<file path="config.mk">
export PLATFORM = sky130hd
export DESIGN_NAME = cache_line_fill_responder
export DESIGN_NICKNAME = d
export VERILOG_FILES = /design/src/rtl/cache_line_fill_responder.sv
export SDC_FILE = /design/constraint.sdc
export NUM_CORES = 1
export LEC_CHECK = 0
export BUFFER_PORTS_ARGS = -buffer_cell sky130_fd_sc_hd__buf_2
export CORE_MARGIN = 2
export CORE_UTILIZATION = 25
export DETAILED_ROUTE_END_ITERATION = 6
export SKIP_CTS_REPAIR_TIMING = 1
export SYNTH_ARGS = -nofsm -noshare
export SYNTH_HDL_FRONTEND = slang
export SYNTH_SLANG_ARGS = --single-unit
export TNS_END_PERCENT = 1
</file>
<file path="constraint.sdc">
create_clock -name clk_i -period 1.3 [get_ports clk_i]
set_clock_uncertainty 0.1 [all_clocks]
set_input_delay 0 -clock clk_i [delete_from_list [all_inputs] [get_ports clk_i]]
set_output_delay 0 -clock clk_i [all_outputs]
set_load 0.02 [all_outputs]
</file>
<file path="src/rtl/cache_line_fill_responder.sv">
// Memory-side responder for data-cache line fills: acknowledges a request, reads the line
// word by word (lowest address first), streams each word back, then holds line-valid until done.
module cache_line_fill_responder #(
    parameter int PORT_WIDTH  = 32,
    parameter int BLOCK_WIDTH = 128,
    parameter int XLEN        = 32
) (
    input  logic                  clk_i,
    input  logic                  rst_n_i,
    input  logic                  processor_request_i,
    input  logic [XLEN-1:0]       request_address_i,
    input  logic                  done_i,
    output logic                  external_acknowledge_o,
    output logic [PORT_WIDTH-1:0] external_data_o,
    output logic                  external_data_valid_o,
    output logic                  cache_line_valid_o,
    output logic                  mem_read_o,
    output logic [XLEN-1:0]       mem_address_o,
    input  logic [PORT_WIDTH-1:0] mem_data_i,
    input  logic                  mem_ready_i,
    output logic                  idle_o
);

    localparam int WORDS  = BLOCK_WIDTH / PORT_WIDTH;
    localparam int CNT_W  = $clog2(WORDS);
    localparam int BYTE_W = $clog2(PORT_WIDTH / 8);
    localparam int OFF_W  = CNT_W + BYTE_W;
    localparam logic [CNT_W-1:0] LAST_WORD = CNT_W'(WORDS - 1);

    typedef enum logic [1:0] {
        IDLE,
        ACKNOWLEDGE,
        FETCH,
        LINE_VALID
    } state_t;

    state_t                   state_q, state_d;
    logic [CNT_W-1:0]         cnt_q, cnt_d;
    logic [XLEN-OFF_W-1:0]    line_q, line_d;
    logic                     ack_q, ack_d;
    logic [PORT_WIDTH-1:0]    data_q, data_d;
    logic                     valid_q, valid_d;
    logic                     line_valid_q, line_valid_d;
    logic                     idle_q, idle_d;

    // Offset bits within the line are discarded: only the line number is latched.
    logic unused_addr_bits;
    assign unused_addr_bits = ^request_address_i[OFF_W-1:0];

    always_comb begin
        state_d = state_q;
        cnt_d   = cnt_q;
        line_d  = line_q;
        data_d  = data_q;
        valid_d = 1'b0;
        case (state_q)
            IDLE: begin
                if (processor_request_i) begin
                    line_d  = request_address_i[XLEN-1:OFF_W];
                    cnt_d   = '0;
                    state_d = ACKNOWLEDGE;
                end
            end
            ACKNOWLEDGE: state_d = FETCH;
            FETCH: begin
                if (mem_ready_i) begin
                    data_d  = mem_data_i;
                    valid_d = 1'b1;
                    cnt_d   = cnt_q + CNT_W'(1);
                    if (cnt_q == LAST_WORD) begin
                        state_d = LINE_VALID;
                    end
                end
            end
            LINE_VALID: begin
                if (done_i) begin
                    state_d = IDLE;
                end
            end
            default: state_d = IDLE;
        endcase
        ack_d = (state_d == ACKNOWLEDGE);
        // Line-valid lags entry into LINE_VALID by one cycle so it never overlaps the last strobe.
        line_valid_d = (state_q == LINE_VALID) && !done_i;
        idle_d       = (state_d == IDLE);
    end

    always_ff @(posedge clk_i) begin
        if (!rst_n_i) begin
            state_q      <= IDLE;
            cnt_q        <= '0;
            line_q       <= '0;
            ack_q        <= 1'b0;
            data_q       <= '0;
            valid_q      <= 1'b0;
            line_valid_q <= 1'b0;
            idle_q       <= 1'b1;
        end else begin
            state_q      <= state_d;
            cnt_q        <= cnt_d;
            line_q       <= line_d;
            ack_q        <= ack_d;
            data_q       <= data_d;
            valid_q      <= valid_d;
            line_valid_q <= line_valid_d;
            idle_q       <= idle_d;
        end
    end

    // Address is a pure concatenation of registers, so it carries no adder glitches.
    always_comb begin
        mem_address_o                   = '0;
        mem_address_o[XLEN-1:OFF_W]     = line_q;
        mem_address_o[OFF_W-1:BYTE_W]   = cnt_q;
    end

    assign mem_read_o             = (state_q == FETCH);
    assign external_acknowledge_o = ack_q;
    assign external_data_o        = data_q;
    assign external_data_valid_o  = valid_q;
    assign cache_line_valid_o     = line_valid_q;
    assign idle_o                 = idle_q;

endmodule

</file>
==> results of run 1 <==
## power groups by stage
stage	Sequential [uW]	Combinational (uW)	Clock, uW
4_1_cts	2230	679	1790
2_1_floorplan	2400	268	0
6_report	2230	923	1700
3_3_place_gp	2270	667	0
5_1_grt	2240	1000	1900
3_5_place_dp	2280	678	0
## state kept, by name (all words and copies together), names as in the netlist
name                    count
external_data_o            32
external_acknowledge_o      1
line_q                     28
cnt_q                       2
idle_o                      1
state_q                     2
cache_line_valid_o          1
external_data_valid_o       1
## critical path, cell delays in order, from the launching register on
cell       delay (ns)
dfxtp_2          0.34
buf_6            0.12
and3b_2          0.34
clkbuf_16        0.19
nand2_1          0.06
a21oi_1          0.13
## logic make-up after synthesis
| logic type | after synthesis |
|---|---|
| AO/OA/AOI/OAI | 67 |
| adder cells (fa/ha/maj) | 1 |
| buffers and inverters | 24 |
| flip-flops | 68 |
| other | 1 |
| AND/OR/NAND/NOR | 138 |
## layout make-up
| type | count | area share, % |
|---|---|---|
| tap | 133 | 3.799 |
| timing repair buffer | 219 | 36.90 |
| clock buffer | 10 | 2.913 |
| inverter | 1 | 0.08569 |
| clock inverter | 6 | 1.485 |
| sequential | 68 | 31.13 |
| multi-input combinational | 208 | 23.68 |
## Yosys cell counts (2+ instances only)
library cell,number
a21oi_1,61
a31oi_1,2
buf_2,3
buf_4,8
buf_6,5
clkbuf_1,6
dfxtp_1,68
nand2_1,123
nand3_1,2
nand3b_1,2
nor2_1,2
## final timing paths
| kind | start | to | slack (ns) |
|---|---|---|---|
| worst max-delay path | state_q[0] | external_data_o[17] | -0.06 |
| worst min-delay path | processor_request_i | external_acknowledge_o | 0.16 |
| worst max register to register | state_q[0] | external_data_o[17] | -0.06 |
| worst min register to register | line_q[14] | line_q[14] | 0.35 |
## through the flow
| stage | setup TNS (ns) | utilization (%) | worst slack, ns |
|---|---|---|---|
| after floorplan | 0 | - | 0.02712 |
| after detailed placement | -0.006283 | 34.17 | -0.006283 |
| final | -0.8602 | 45.23 | -0.05981 |
| after global routing | -4.160 | 45.23 | -0.1311 |
| after global placement | 0 | 34.17 | 0.008701 |
| after CTS | -0.1718 | 36.16 | -0.1259 |
## per-layer routing
metal	share of wire [%]	wire length [um]	global-route usage, %	up-vias
met5	0	0	0	-
met4	0.88	71	4.858	0
met3	5.9	475	5.040	7
met2	53	4270	20.15	83
met1	40	3250	12.85	1256
li1	-	-	-	1386
==> impl_metrics.csv, run 1 <==
group,metric,value,unit
outcome,status,"complete, but fails checks",
outcome,violations,"negative setup slack",
layout,drive_above_1_share,39.06,%
yosys,syn_area,2474,sq um
yosys,ys_warn_count,0,
yosys,synthFlopType,"dfxtp_1",
clock_tree,clk_latency,0.33,ns
yosys,synth_xor_area_share,0,%
route,firstDrtPassIters,4,
global_routing,grt_usage,11.80,%
sta,hold_slack,0.1587,ns
yosys,synth.largest_area_cell,"dfxtp_1",
clock_tree,cts_buffer_depth,2,
sta,final.setup.worst_slack,-0.05981,ns
route,route.detailed.drc,0,
route,detail_route.iter0.violations,91,
route,vias,2732,
yosys,synth.area.mux_share,0,%
global_routing,grt_pass1_vias,2062,
power_and_ir_drop,clkPwrFrac,35.0,%
power_and_ir_drop,vdd_drop_max,0.5056,mV
layout,diodes,0,
setup_path,cp_data_required_time,1.46,ns
yosys,synth.distinct_cells,28,
route,via_per_inst,4.236,
yosys,seq_area_frac_synth,55.03,%
yosys,synth_fa_ha_area_share,0.5058,%
layout,fin_cells,645,
yosys,synthTopCellsByArea,"dfxtp_1 (55%), nand2_1 (19%), a21oi_1 (12%)",
placed_design,dp.cells,555,
clock_tree,cts_max_level,3,
layout,mostFrequentLayoutCells,"buf_2 (130), nand2_1 (118), dfxtp_1 (66)",
floorplan,start_util,25.54,%
route,drt-total-wl,8.067,mm
sta,min_period,1.360,ns
layout,layout_commonest_cell,"buf_2",
yosys,synth_top_area_share,55.03,%
setup_path,endpoint_kind,"flop",
global_routing,antenna_found_initial,0,
placed_design,place_area,3309,sq um
clock_tree,cts_tree,"built",
clock_tree,root_buffer,"clkbuf_8",
setup_path,cp_max_fo,8,
setup_path,reg2reg_depth,5,
route,wl_per_cell,12.51,um
layout,final_area,4380,sq um
yosys,synth_top_family_by_area,"simple AND/OR/NAND/NOR gates",
yosys,synth_edf_count,0,
layout,multi_input_area,1037,sq um
floorplan,num_rows,36,
power_and_ir_drop,power.switching,1324,uW
layout,fill_cells,937,
sta,hold_viol_final,0,
sta,period_share,104.6,%
floorplan,die-width,103.5,um
yosys,synth_cells,299,
worst_hold_path,hp-class,"in2reg",
yosys,avgSynthCellArea,8.273,sq um
setup_path,critPathLaunchType,"flop",
placed_design,port_buffers,131,
setup_path,worstPathArrival,1.52,ns
yosys,ys_seq_elements,68,
yosys,synth_compound_area_share,14.11,%
route,antenna_left,0,
power_and_ir_drop,power,4856,uW
power_and_ir_drop,pwr_density_cell,1109,nW/um^2
clock_tree,clkSlewWorstSetupHoldPaths,0.08,ns
floorplan,ios,138,
placed_design,dpl.hpwl,4.569,mm
power_and_ir_drop,combPwrFrac,19.0,%
sta,setup_viol,52,
global_routing,grt_start_max_net_pins,38,
floorplan,fp.dieH,103.5,um
global_routing,grt_pass1_wl,9.528,mm
layout,seqCellArea,1364,sq um
placed_design,gp_congestion,0.6738,
layout,syn_to_final_growth,77.09,%
sta,rsz0062_at_grt,"true",
job,drv_cap,0,
sta,finalMaxSlewViolations,0,
clock_tree,cts_buffers,9,
yosys,ys_async_sr_fraction,0,%
sta,clock.fmax,0.7354,GHz
layout,finalNetCount,577,
floorplan,core,9684,sq um
power_and_ir_drop,p_leak,0.001980,uW
clock_tree,clock-sinks,68,
power_and_ir_drop,switching_share,27.26,%
global_routing,grt_overflow_total,0,
power_and_ir_drop,intPower,3532,uW
floorplan,dieArea,10710,sq um
yosys,yosys.area_share.simple,23.67,%
setup_path,critPathKind,"reg2reg",
power_and_ir_drop,sequentialPowerShare,46.0,%
worst_hold_path,hold_depth,4,
(Power assumes the default switching activity.)
==> inputs of run 2 (changes only) <==
--- a/config.mk
+++ b/config.mk
@@ -7,8 +7,9 @@
 export LEC_CHECK = 0
 export BUFFER_PORTS_ARGS = -buffer_cell sky130_fd_sc_hd__buf_2
 export CORE_MARGIN = 2
-export CORE_UTILIZATION = 25
+export CORE_UTILIZATION = 39
 export DETAILED_ROUTE_END_ITERATION = 6
+export PLACE_DENSITY = 0.75
 export SKIP_CTS_REPAIR_TIMING = 1
 export SYNTH_ARGS = -nofsm -noshare
 export SYNTH_HDL_FRONTEND = slang
==> run 2 against run 1 <==
Critical path depth is 1 higher. Worst setup slack worse by 0.0050 ns. Final cell count is 11% lower. Sequential share of layout area is 2.3 points higher. Highest routed layer unchanged. The flow finishes with violations (negative hold slack, negative setup slack). Die area is 35% lower. Sequential power hardly changed. First-iteration DRC count is 4.4% lower. Global-route usage is 4.7 points higher. Design area is 6.8% lower.
==> impl_metrics.csv, run 2 (synthesis results as in run 1) <==
group,metric,value,unit
outcome,status,"complete, but fails checks",
outcome,violations,"negative hold slack, negative setup slack",
sta,tns,-0.7810,ns
layout,layout_commonest_cell,"buf_2",
power_and_ir_drop,pwr_density_cell,1155,nW/um^2
global_routing,grt_usage,16.53,%
global_routing,grt_overflow_total,0,
setup_path,worstPathArrival,1.52,ns
sta,hold_slack,-0.007713,ns
setup_path,crit_chain,"buf_4 -> nor3b_4 -> buf_6 -> clkbuf_16 -> nand2_1 -> a21oi_1",
setup_path,r2r_slack,-0.06,ns
setup_path,critPathLaunchType,"flop",
setup_path,critPathKind,"reg2reg",
setup_path,slowest_stage,"dfxtp_2",
placed_design,post-place-ws,-0.07401,ns
sta,clock.fmax,0.7327,GHz
clock_tree,cts_max_level,3,
clock_tree,cts_buffer_depth,2,
clock_tree,root_buffer,"clkbuf_8",
power_and_ir_drop,p_leak,0.001906,uW
floorplan,core,6241,sq um
floorplan,start_util,39.64,%
route,vias,2754,
layout,diodes,0,
sta,finalMaxSlewViolations,0,
setup_path,cpPeakStageDelay,0.34,ns
clock_tree,clock-sinks,68,
sta,period_share,105.0,%
sta,hold_viol_final,1,
layout,finalNetCount,566,
global_routing,antenna_found_initial,0,
job,drv_cap,0,
route,drt-total-wl,7.767,mm
floorplan,num_rows,29,
floorplan,fp.dieH,83.64,um
route,detail_route.iter0.violations,87,
floorplan,dieArea,6996,sq um
placed_design,port_buffers,131,
worst_hold_path,whs_endpoint,"cnt_q[1]",
route,route.detailed.drc,0,
clock_tree,cts_tree,"built",
power_and_ir_drop,vdd_drop_max,0.7427,mV
setup_path,endpoint_kind,"flop",
setup_path,timing.rr.end,"line_q[4]",
sta,final.setup.worst_slack,-0.06482,ns
setup_path,r2r-start,"state_q[1]",
route,firstDrtPassIters,6,
sta,rsz0062_at_grt,"true",
layout,drive_above_1_share,33.33,%
clock_tree,clkSlewWorstSetupHoldPaths,0.07,ns
setup_path,cp_max_fo,12,
placed_design,dpl.hpwl,4.123,mm
placed_design,gp_congestion,0.7542,
layout,syn_to_final_growth,65.10,%
route,antenna_left,0,
clock_tree,clk_latency,0.33,ns
floorplan,ios,138,
layout,mostFrequentLayoutCells,"buf_2 (131), nand2_1 (123), dfxtp_1 (66)",
worst_hold_path,hp-class,"in2reg",
layout,largest_reg_flops,32,
floorplan,die-width,83.64,um
worst_hold_path,hold_depth,3,
global_routing,grt_start_max_net_pins,35,
sta,setup_viol,25,
setup_path,reg2reg_depth,6,
global_routing,grt_pass1_vias,2206,
global_routing,grt_pass1_wl,9.411,mm
sta,min_period,1.365,ns
clock_tree,cts_buffers,9,
worst_hold_path,min-delay-start,"mem_ready_i",
route,wl_per_cell,13.51,um
route,via_per_inst,4.790,
setup_path,cp_data_required_time,1.46,ns
## run 2: changes by cell type in the layout (fill, tap and decap cells not counted), moves of 2 or more
cell       before  now
a21oi_1        44   57
a21oi_2        17    4
buf_4          11    6
buf_6           6    1
nand2_1       118  123
nand2_2         5    0
buf_12          5    3
clkbuf_16       3    1
clkinv_4        2    0
## run 2: routing by layer
layer  routed length (um)  vias up  global-route usage, %
met5                    0        -                      0
met4                   99        0                  6.452
met3                  624       10                  7.715
met2                 4056      115                  27.85
met1                 2986     1276                  18.03
li1                     -     1353                      -
## run 2: metrics by stage
stage               power, uW  instance area [sq um]  utilization [%]  cells  hold slack [ns]
finish                   4717                   4084            65.44    575        -0.007713
CTS                      4562                   3362            53.87    508          -0.2691
floorplan                2666                   2477                -    300         -0.02336
global placement         2911                   3184            51.02    495          0.09293
global route             4939                   4084            65.44    575        -0.003311
detailed placement       2926                   3184            51.02    495          0.09290
## run 2: final cells by class
type                       count  area, sq um
fill                         508         2157
clock inverter                 3        40.04
multi-input combinational    209        989.7
tap                           77        96.34
sequential                    68         1364
inverter                       1        3.754
timing repair buffer         207         1453
clock buffer                  10        137.6
## run 2: critical path: cells and delay by family, from the launching register on
kind / cells / cell delay, ns
AOI/OAI and AO/OA: 1 / 0.13
buffers and inverters: 3 / 0.47
DFF: 1 / 0.34
and+or+nand+nor: 2 / 0.25
## run 2: worst max-delay path by stage
| stage | start | endpoint | cells past startpoint |
|---|---|---|---|
| after CTS | state_q[0] | external_data_o[30] | 4 |
| after global placement | state_q[0] | external_data_o[8] | 4 |
| final | state_q[1] | line_q[4] | 6 |
| after global routing | state_q[1] | line_q[4] | 6 |
| after floorplan | state_q[1] | state_q[0] | 4 |
| after detailed placement | state_q[0] | external_data_o[30] | 4 |
## run 2: report_power, final
part	internal (uW)	switching, uW	leakage (uW)
sequential	2180	50.4	0.000555
clock	900	725	0.0000939
combinational	412	446	0.00126
